**src/rtl/ctrl_pkg.sv**
```systemverilog
// Shared types and encodings for the multicycle RV32I control unit.
package ctrl_pkg;
  typedef enum logic [3:0] {
    FETCH, DECODE, MEMADR, MEMREAD, MEMWB, MEMWRITE,
    EXECR, EXECI, ALUWB, BRANCH, JAL, ILLEGAL
  } state_t;

  localparam logic [6:0] OP_LOAD   = 7'b0000011;
  localparam logic [6:0] OP_STORE  = 7'b0100011;
  localparam logic [6:0] OP_RTYPE  = 7'b0110011;
  localparam logic [6:0] OP_ITYPE  = 7'b0010011;
  localparam logic [6:0] OP_BRANCH = 7'b1100011;
  localparam logic [6:0] OP_JAL    = 7'b1101111;

  localparam logic [3:0] ALU_ADD = 4'b0000;
  localparam logic [3:0] ALU_SUB = 4'b0001;
  localparam logic [3:0] ALU_AND = 4'b0010;
  localparam logic [3:0] ALU_OR  = 4'b0011;
  localparam logic [3:0] ALU_XOR = 4'b0100;
  localparam logic [3:0] ALU_SLT = 4'b0101;
  localparam logic [3:0] ALU_SLL = 4'b0110;
  localparam logic [3:0] ALU_SRL = 4'b0111;
  localparam logic [3:0] ALU_SRA = 4'b1000;

  localparam logic [1:0] ALUOP_ADD  = 2'b00;
  localparam logic [1:0] ALUOP_SUB  = 2'b01;
  localparam logic [1:0] ALUOP_FUNC = 2'b10;

  localparam logic [1:0] SRCA_PC    = 2'b00;
  localparam logic [1:0] SRCA_OLDPC = 2'b01;
  localparam logic [1:0] SRCA_RS1   = 2'b10;
  localparam logic [1:0] SRCB_RS2   = 2'b00;
  localparam logic [1:0] SRCB_IMM   = 2'b01;
  localparam logic [1:0] SRCB_FOUR  = 2'b10;
  localparam logic [1:0] RES_ALUOUT = 2'b00;
  localparam logic [1:0] RES_MEM    = 2'b01;
  localparam logic [1:0] RES_ALU    = 2'b10;
endpackage

```
**src/rtl/alu_decoder.sv**
```systemverilog
// Maps the FSM's coarse alu_op plus funct fields onto an ALU control code.
module alu_decoder
  import ctrl_pkg::*;
(
  input  logic [1:0] alu_op,
  input  logic [2:0] funct3,
  input  logic       funct7_5,
  input  logic       op5,
  output logic [3:0] alu_ctrl
);
  always_comb begin
    alu_ctrl = ALU_ADD;
    case (alu_op)
      ALUOP_SUB:  alu_ctrl = ALU_SUB;
      ALUOP_FUNC: begin
        case (funct3)
          3'b000:  alu_ctrl = (op5 && funct7_5) ? ALU_SUB : ALU_ADD; // addi ignores bit 30
          3'b001:  alu_ctrl = ALU_SLL;
          3'b010:  alu_ctrl = ALU_SLT;
          3'b011:  alu_ctrl = ALU_SLT;
          3'b100:  alu_ctrl = ALU_XOR;
          3'b101:  alu_ctrl = funct7_5 ? ALU_SRA : ALU_SRL;
          3'b110:  alu_ctrl = ALU_OR;
          default: alu_ctrl = ALU_AND;
        endcase
      end
      default: alu_ctrl = ALU_ADD;
    endcase
  end
endmodule

```
**src/rtl/control_multiciclo.sv**
```systemverilog
// Multicycle RV32I control FSM: sequences the shared datapath and counts retired instructions.
module control_multiciclo
  import ctrl_pkg::*;
#(
  parameter int CNT_W = 32
) (
  input  logic             clk,
  input  logic             reset,
  input  logic [6:0]       opcode,
  input  logic [2:0]       funct3,
  input  logic             funct7_5,
  input  logic             zero,
  input  logic             mem_ready,
  output logic             pc_write,
  output logic             ir_write,
  output logic             reg_write,
  output logic             mem_read,
  output logic             mem_write,
  output logic             adr_src,
  output logic [1:0]       alu_src_a,
  output logic [1:0]       alu_src_b,
  output logic [1:0]       result_src,
  output logic [3:0]       alu_ctrl,
  output logic             instr_done,
  output logic             illegal_instr,
  output logic [CNT_W-1:0] retired,
  output logic [3:0]       state
);
  state_t           st, nxt;
  logic [CNT_W-1:0] cnt;
  logic             pc_w, ir_w, reg_w, mrd, mwr, adr, done;
  logic [1:0]       src_a, src_b, res, alu_op;
  logic [3:0]       actl;

  alu_decoder u_alu_dec (
    .alu_op   (alu_op),
    .funct3   (funct3),
    .funct7_5 (funct7_5),
    .op5      (opcode[5]),
    .alu_ctrl (actl)
  );

  always_comb begin
    nxt = st;
    pc_w = 1'b0; ir_w = 1'b0; reg_w = 1'b0; mrd = 1'b0; mwr = 1'b0;
    adr = 1'b0; done = 1'b0;
    src_a = SRCA_PC; src_b = SRCB_RS2; res = RES_ALUOUT; alu_op = ALUOP_ADD;
    case (st)
      FETCH: begin
        mrd = 1'b1; src_b = SRCB_FOUR;
        if (mem_ready) begin ir_w = 1'b1; pc_w = 1'b1; nxt = DECODE; end
      end
      DECODE: begin
        src_a = SRCA_OLDPC; src_b = SRCB_IMM;
        case (opcode)
          OP_LOAD, OP_STORE: nxt = MEMADR;
          OP_RTYPE:          nxt = EXECR;
          OP_ITYPE:          nxt = EXECI;
          OP_BRANCH:         nxt = BRANCH;
          OP_JAL:            nxt = JAL;
          default:           nxt = ILLEGAL;
        endcase
      end
      MEMADR: begin
        src_a = SRCA_RS1; src_b = SRCB_IMM;
        nxt = (opcode == OP_LOAD) ? MEMREAD : MEMWRITE;
      end
      MEMREAD: begin
        mrd = 1'b1; adr = 1'b1;
        if (mem_ready) nxt = MEMWB;
      end
      MEMWB: begin
        res = RES_MEM; reg_w = 1'b1; done = 1'b1; nxt = FETCH;
      end
      MEMWRITE: begin
        mwr = 1'b1; adr = 1'b1;
        if (mem_ready) begin done = 1'b1; nxt = FETCH; end
      end
      EXECR: begin
        src_a = SRCA_RS1; src_b = SRCB_RS2; alu_op = ALUOP_FUNC; nxt = ALUWB;
      end
      EXECI: begin
        src_a = SRCA_RS1; src_b = SRCB_IMM; alu_op = ALUOP_FUNC; nxt = ALUWB;
      end
      ALUWB: begin
        res = RES_ALUOUT; reg_w = 1'b1; done = 1'b1; nxt = FETCH;
      end
      BRANCH: begin
        src_a = SRCA_RS1; src_b = SRCB_RS2; alu_op = ALUOP_SUB; res = RES_ALUOUT;
        case (funct3)
          3'b000:  begin pc_w = zero;  done = 1'b1; nxt = FETCH; end
          3'b001:  begin pc_w = ~zero; done = 1'b1; nxt = FETCH; end
          default: nxt = ILLEGAL;
        endcase
      end
      JAL: begin
        src_a = SRCA_OLDPC; src_b = SRCB_FOUR; res = RES_ALU;
        reg_w = 1'b1; pc_w = 1'b1; done = 1'b1; nxt = FETCH;
      end
      ILLEGAL: nxt = ILLEGAL;
      default: nxt = ILLEGAL;
    endcase
  end

  always_ff @(posedge clk) begin
    if (reset) begin
      st  <= FETCH;
      cnt <= '0;
    end else begin
      st <= nxt;
      if (done) cnt <= cnt + CNT_W'(1);
    end
  end

  // Reset masks every strobe in the same cycle so an aborted access never writes.
  assign pc_write      = pc_w  & ~reset;
  assign ir_write      = ir_w  & ~reset;
  assign reg_write     = reg_w & ~reset;
  assign mem_read      = mrd   & ~reset;
  assign mem_write     = mwr   & ~reset;
  assign adr_src       = adr   & ~reset;
  assign instr_done    = done  & ~reset;
  assign alu_src_a     = reset ? 2'b00 : src_a;
  assign alu_src_b     = reset ? 2'b00 : src_b;
  assign result_src    = reset ? 2'b00 : res;
  assign alu_ctrl      = reset ? 4'b0000 : actl;
  assign illegal_instr = (st == ILLEGAL) & ~reset;
  assign retired       = reset ? '0 : cnt;
  assign state         = st;
endmodule

```
**config.mk**
```make
export PLATFORM = sky130hd
export DESIGN_NAME = control_multiciclo
export DESIGN_NICKNAME = d
export VERILOG_FILES = /design/src/rtl/ctrl_pkg.sv /design/src/rtl/alu_decoder.sv /design/src/rtl/control_multiciclo.sv
export SDC_FILE = /design/constraint.sdc
export NUM_CORES = 1
export LEC_CHECK = 0
export CORE_ASPECT_RATIO = 1.4
export CORE_UTILIZATION = 45
export CTS_CLUSTER_DIAMETER = 200
export DETAILED_ROUTE_END_ITERATION = 6
export PLACE_DENSITY = 0.73
export SYNTH_ARGS = -nofsm -noshare
export SYNTH_HDL_FRONTEND = slang
export SYNTH_HIERARCHICAL = 1
export SYNTH_SLANG_ARGS = --single-unit
```
**constraint.sdc**
```tcl
create_clock -name clk -period 6.2 [get_ports clk]
set_input_delay 1.55 -clock clk [delete_from_list [all_inputs] [get_ports clk]]
set_output_delay 1.55 -clock clk [all_outputs]
set_load 0.05 [all_outputs]
```
; After elaboration in Yosys (flattened, before gate mapping)
; Cells that the tools add are included.
[totals]
ff_bits = 36
[op_classes]
addsub = 1
n_eq_ne = 28
muxes = 30
bitwise_logic = 10
n_reduce_logical = 15
[ops]
columns = op, count
row1 = "32-bit by 1-bit adder with 32-bit output, second input constant", 1
row2 = 32-bit two-way mux, 1
row3 = 4-bit case mux with 8 select lines, 1
row4 = 4-bit two-way mux, 6
row5 = 4-bit case mux with 6 select lines, 1
row6 = 4-bit case mux with 5 select lines, 1
row7 = "4-bit by 3-bit equality test with 1-bit output, second input constant", 4
row8 = "4-bit equality test, second input constant", 4
row9 = 2-bit case mux with 2 select lines, 4
row10 = 2-bit OR reduction, 8
row11 = "7-bit by 6-bit equality test with 1-bit output, second input constant", 2
row12 = "7-bit equality test, second input constant", 2
row13 = "3-bit equality test, second input constant", 3
row14 = 1-bit bitwise AND, 8
row15 = "4-bit by 2-bit equality test with 1-bit output, second input constant", 2
row16 = 1-bit two-way mux, 8
row17 = 4-bit case mux with 2 select lines, 1
row18 = "7-bit by 2-bit equality test with 1-bit output, second input constant", 1
row19 = "7-bit by 5-bit equality test with 1-bit output, second input constant", 1
row20 = "3-bit by 2-bit equality test with 1-bit output, second input constant", 2
row21 = 2-bit two-way mux, 3
row22 = "2-bit != test, second input constant", 3
row23 = 1-bit case mux with 3 select lines, 2
row24 = 3-bit OR reduction, 2
row25 = other kinds (12), 13

; Logic depth before layout (Yosys ltp)
[logic_depth]
depth_word = 6
depth_mapped = 10
depth_no_buf = 9

; By module
; The synthesis kept the hierarchy.
[modules_own_cells]
columns = mod, instances, cells_per_inst, area_each_um2, seq_area_each_um2
row1 = control_multiciclo, 1, 324, 2374.8, 720.7
row2 = alu_decoder, 1, 20, 133.9, 0.0

; Least setup slack after synthesis
; No wires, ideal clock.
[synth_timing]
path_type = input -> output
startpoint = in reset
endpoint = out adr_src
arrival_ps = 3606
required_time_ps = 4650
path_slack_ps = 1044
stages = 3
cell_sequence = clkbuf_1 buf_1 nor4b_1
[synth_via]
elab_chain_len = 2
[synth_rtl]
columns = element, line
row1 = start: declaration, control_multiciclo.sv:8  ; input logic reset,
row2 = 1-bit NOT, control_multiciclo.sv:121  ; assign adr_src = adr & ~reset;
row3 = 1-bit bitwise AND, control_multiciclo.sv:121
row4 = end: declaration, control_multiciclo.sv:19  ; output logic adr_src,
; No other way between the ends.

; Final worst setup path
[layout_timing]
startpoint = in funct3[1]
endpoint = out instr_done
[layout_via]
elab_chain_len = 5
word_cells_on_any_way = 6
[layout_rtl]
columns = element, line
row1 = start: declaration, control_multiciclo.sv:10  ; input logic [2:0] funct3,
row2 = 3-bit by 1-bit equality test with 1-bit output or 3-bit logical NOT (tied branches), control_multiciclo.sv:90  ; case (funct3)
row3 = 2-bit OR reduction (no line) *, n/a
row4 = 1-bit two-way mux *, control_multiciclo.sv:90
row5 = 1-bit case mux with 3 select lines *, control_multiciclo.sv:48  ; case (st)
row6 = 1-bit bitwise AND *, control_multiciclo.sv:122  ; assign instr_done = done & ~reset;
row7 = end: declaration, control_multiciclo.sv:24  ; output logic instr_done,
; Every way passes the cells marked *; elsewhere a longest branch is shown, timed or not.

==> impl_metrics.ini <==
[cts]
holdBufCountCts = 0
cts_root_buf = clkbuf_8
cts_sinks = 36
clk_latency_ns = 0.29
cts_htree_levels = 2
post_cts_resize_count = 0
clkTransAtPathRegs_ns = 0.07
ctsLongestPathBuffers = 2
numCtsBuffers = 5
tritoncts = done
cts_setup_buffers = 0

[logic_synthesis]
avgSynthCellArea_um2 = 7.293
netlist_instances = 344
syn_nets = 362
ys_seq_elements = 36
ys_types = 55
synth-edff-count = 0
seq_area_frac_synth_pct = 28.73
synth_flop_cell = dfxtp_1
ys.warnings.count = 6
syn-cell-area_um2 = 2509
synthArstFlopShare_pct = 0

[placement]
postPlaceCellArea_um2 = 3204
hpwl_um = 4519
place.gp.congestion = 0.8300
io_buffers = 68

[sta]
max_slew_margin_pct = 31.64
max_freq_ghz = 0.1884
finalSetupViolCount = 0
worst_pin_slew_ns = 1.025
finalClockSkew_ns = 0.004621
worst_hold_slack_ns = 0.4959
maxSlewViolCount = 0
post-route-min-period_ns = 5.307
hold_viol_final = 0
min_period_over_period_pct = 85.60
setup_tns_ns = 0
rsz0062_at_grt = false

[cells_and_area]
final_common_cell = clkdlybuf4s50_1
drive_gt1_share_pct = 7.250
mostFrequentLayoutCells = clkdlybuf4s50_1 (67), dfxtp_1 (36), nor2_1 (35)
nets = 417
area_growth_pct = 31.47
postLayoutCoreUtil_pct = 62.52
diodes = 0
design_area_um2 = 3298

[power_and_ir_drop]
p_leak_nw = 1.032
finalPower_mw = 0.9448
p_per_area_nw_per_um2 = 286.5
peakVddDrop_mv = 0.2579

[worst_setup_path]
crit-reg2reg-capture = cnt[21]$_SDFFE_PP0N_
criticalPathCategory = in -> out
crit_path_max_fanout = 11
ff2ff_path_depth = 5
cp-start-kind = input port
crit_required_ns = 4.65
endpoint_kind = primary output
worstSetupEndpoint = instr_done
cp-startpoint = funct3[1]
reg2reg_slack_ns = 3.77
critPathArrivalTime_ns = 3.76
timing.rr.start = cnt[4]$_SDFFE_PP0N_

[route]
routedWlPerCell_um = 13.38
routed_wl_um = 6237
vias = 2669
ant_nets = 0
drtIter0Drc = 165
first_pass_iters = 4
drc = 0
vias_per_cell = 5.727

[floorplan]
fp.coreArea_um2 = 5275
fp-row-count = 31
die_y_um = 90.35
design.die.area_um2 = 5882
num_io_pins = 69
die_w_um = 65.11
initial_core_util_pct = 47.56

[status]
status = finished clean

[grt]
grt_pass1_wl_um = 10830
track_usage_pct = 22.86
grt_max_degree = 33
antenna_found_initial = 0
overflow = 0
grt_pass1_vias = 2482

[flow_run]
drv_cap = 0

[hold_path]
min_path_type = reg -> reg
[report_power, final]
| group | switching [mW] | total, mW | internal, mW |
|---|---|---|---|
| combinational | 0.288 | 0.459 | 0.171 |
| sequential | 0.0660 | 0.313 | 0.247 |
| clock | 0.0822 | 0.172 | 0.0902 |
[critical path, stage by stage]
cell,delay (ns)
clkdlybuf4s50_1,0.58
o32a_1,0.43
o22a_1,0.25
nor2_1,0.13
clkdlybuf4s50_1,0.81
[metrics by stage]
step,instances,setup slack [ns]
after floorplan,344,1.044
after global placement,458,0.8918
after detailed placement,458,0.8871
after CTS,466,0.8809
after global routing,466,0.7198
final,466,0.8926
[state kept, by name (all words and copies together) (netlist names)]
| signal | cells |
|---|---|
| state | 4 |
| cnt | 32 |
[worst min-delay path by stage]
| stage | start | end | slack [ns] | cells past startpoint |
|---|---|---|---|---|
| 4_1_cts | cnt[22]$_SDFFE_PP0N_ | cnt[22]$_SDFFE_PP0N_ | 0.49 | 2 |
| 6_report | cnt[22]$_SDFFE_PP0N_ | cnt[22]$_SDFFE_PP0N_ | 0.50 | 2 |
| 2_1_floorplan | cnt[22]$_SDFFE_PP0N_ | cnt[22]$_SDFFE_PP0N_ | 0.44 | 2 |
| 5_1_grt | cnt[22]$_SDFFE_PP0N_ | cnt[22]$_SDFFE_PP0N_ | 0.53 | 2 |
| 3_5_place_dp | cnt[22]$_SDFFE_PP0N_ | cnt[22]$_SDFFE_PP0N_ | 0.48 | 2 |
| 3_3_place_gp | cnt[22]$_SDFFE_PP0N_ | cnt[22]$_SDFFE_PP0N_ | 0.45 | 2 |
[metal layers]
| metal | routed length (µm) | GRT usage [%] |
|---|---|---|
| met4 | 87 | 8.877 |
| met2 | 3107 | 39.06 |
| met1 | 2708 | 26.92 |
| met5 | 0 | 0 |
| met3 | 333 | 5.429 |
[synthesized netlist by cell type, drive strengths merged (8+ instances only)]
master	number	area, µm²
buf	8	32.53
clkbuf	16	60.06
nand4	9	62.56
nor2	35	131.4
inv	19	71.32
o21ai	14	70.07
or3	15	93.84
nor3	15	85.08
dfxtp	36	720.7
a21oi	31	155.2
nand3	10	50.05
nand2	24	90.09
nor2b	27	168.9
[area by class of cell]
type                       count  area (µm²)
clock buffer                   7       86.33
clock inverter                 1       7.507
fill                         518        1977
inverter                      19       71.32
multi-input combinational    265        1624
sequential                    36       720.7
tap                           66       82.58
timing repair buffer          72       705.7
[kinds of logic after synthesis]
family	Yosys count	share of synthesized area, %
AND/OR/NAND/NOR	172	38.21
multiplexers	8	3.541
adder cells (fa/ha/maj)	3	1.496
XOR/XNOR	6	2.095
buffers and inverters	43	6.534
flip-flops	36	28.73
AO/OA/AOI/OAI	76	19.40
Note: power is estimated with default switching activity, not from simulation.
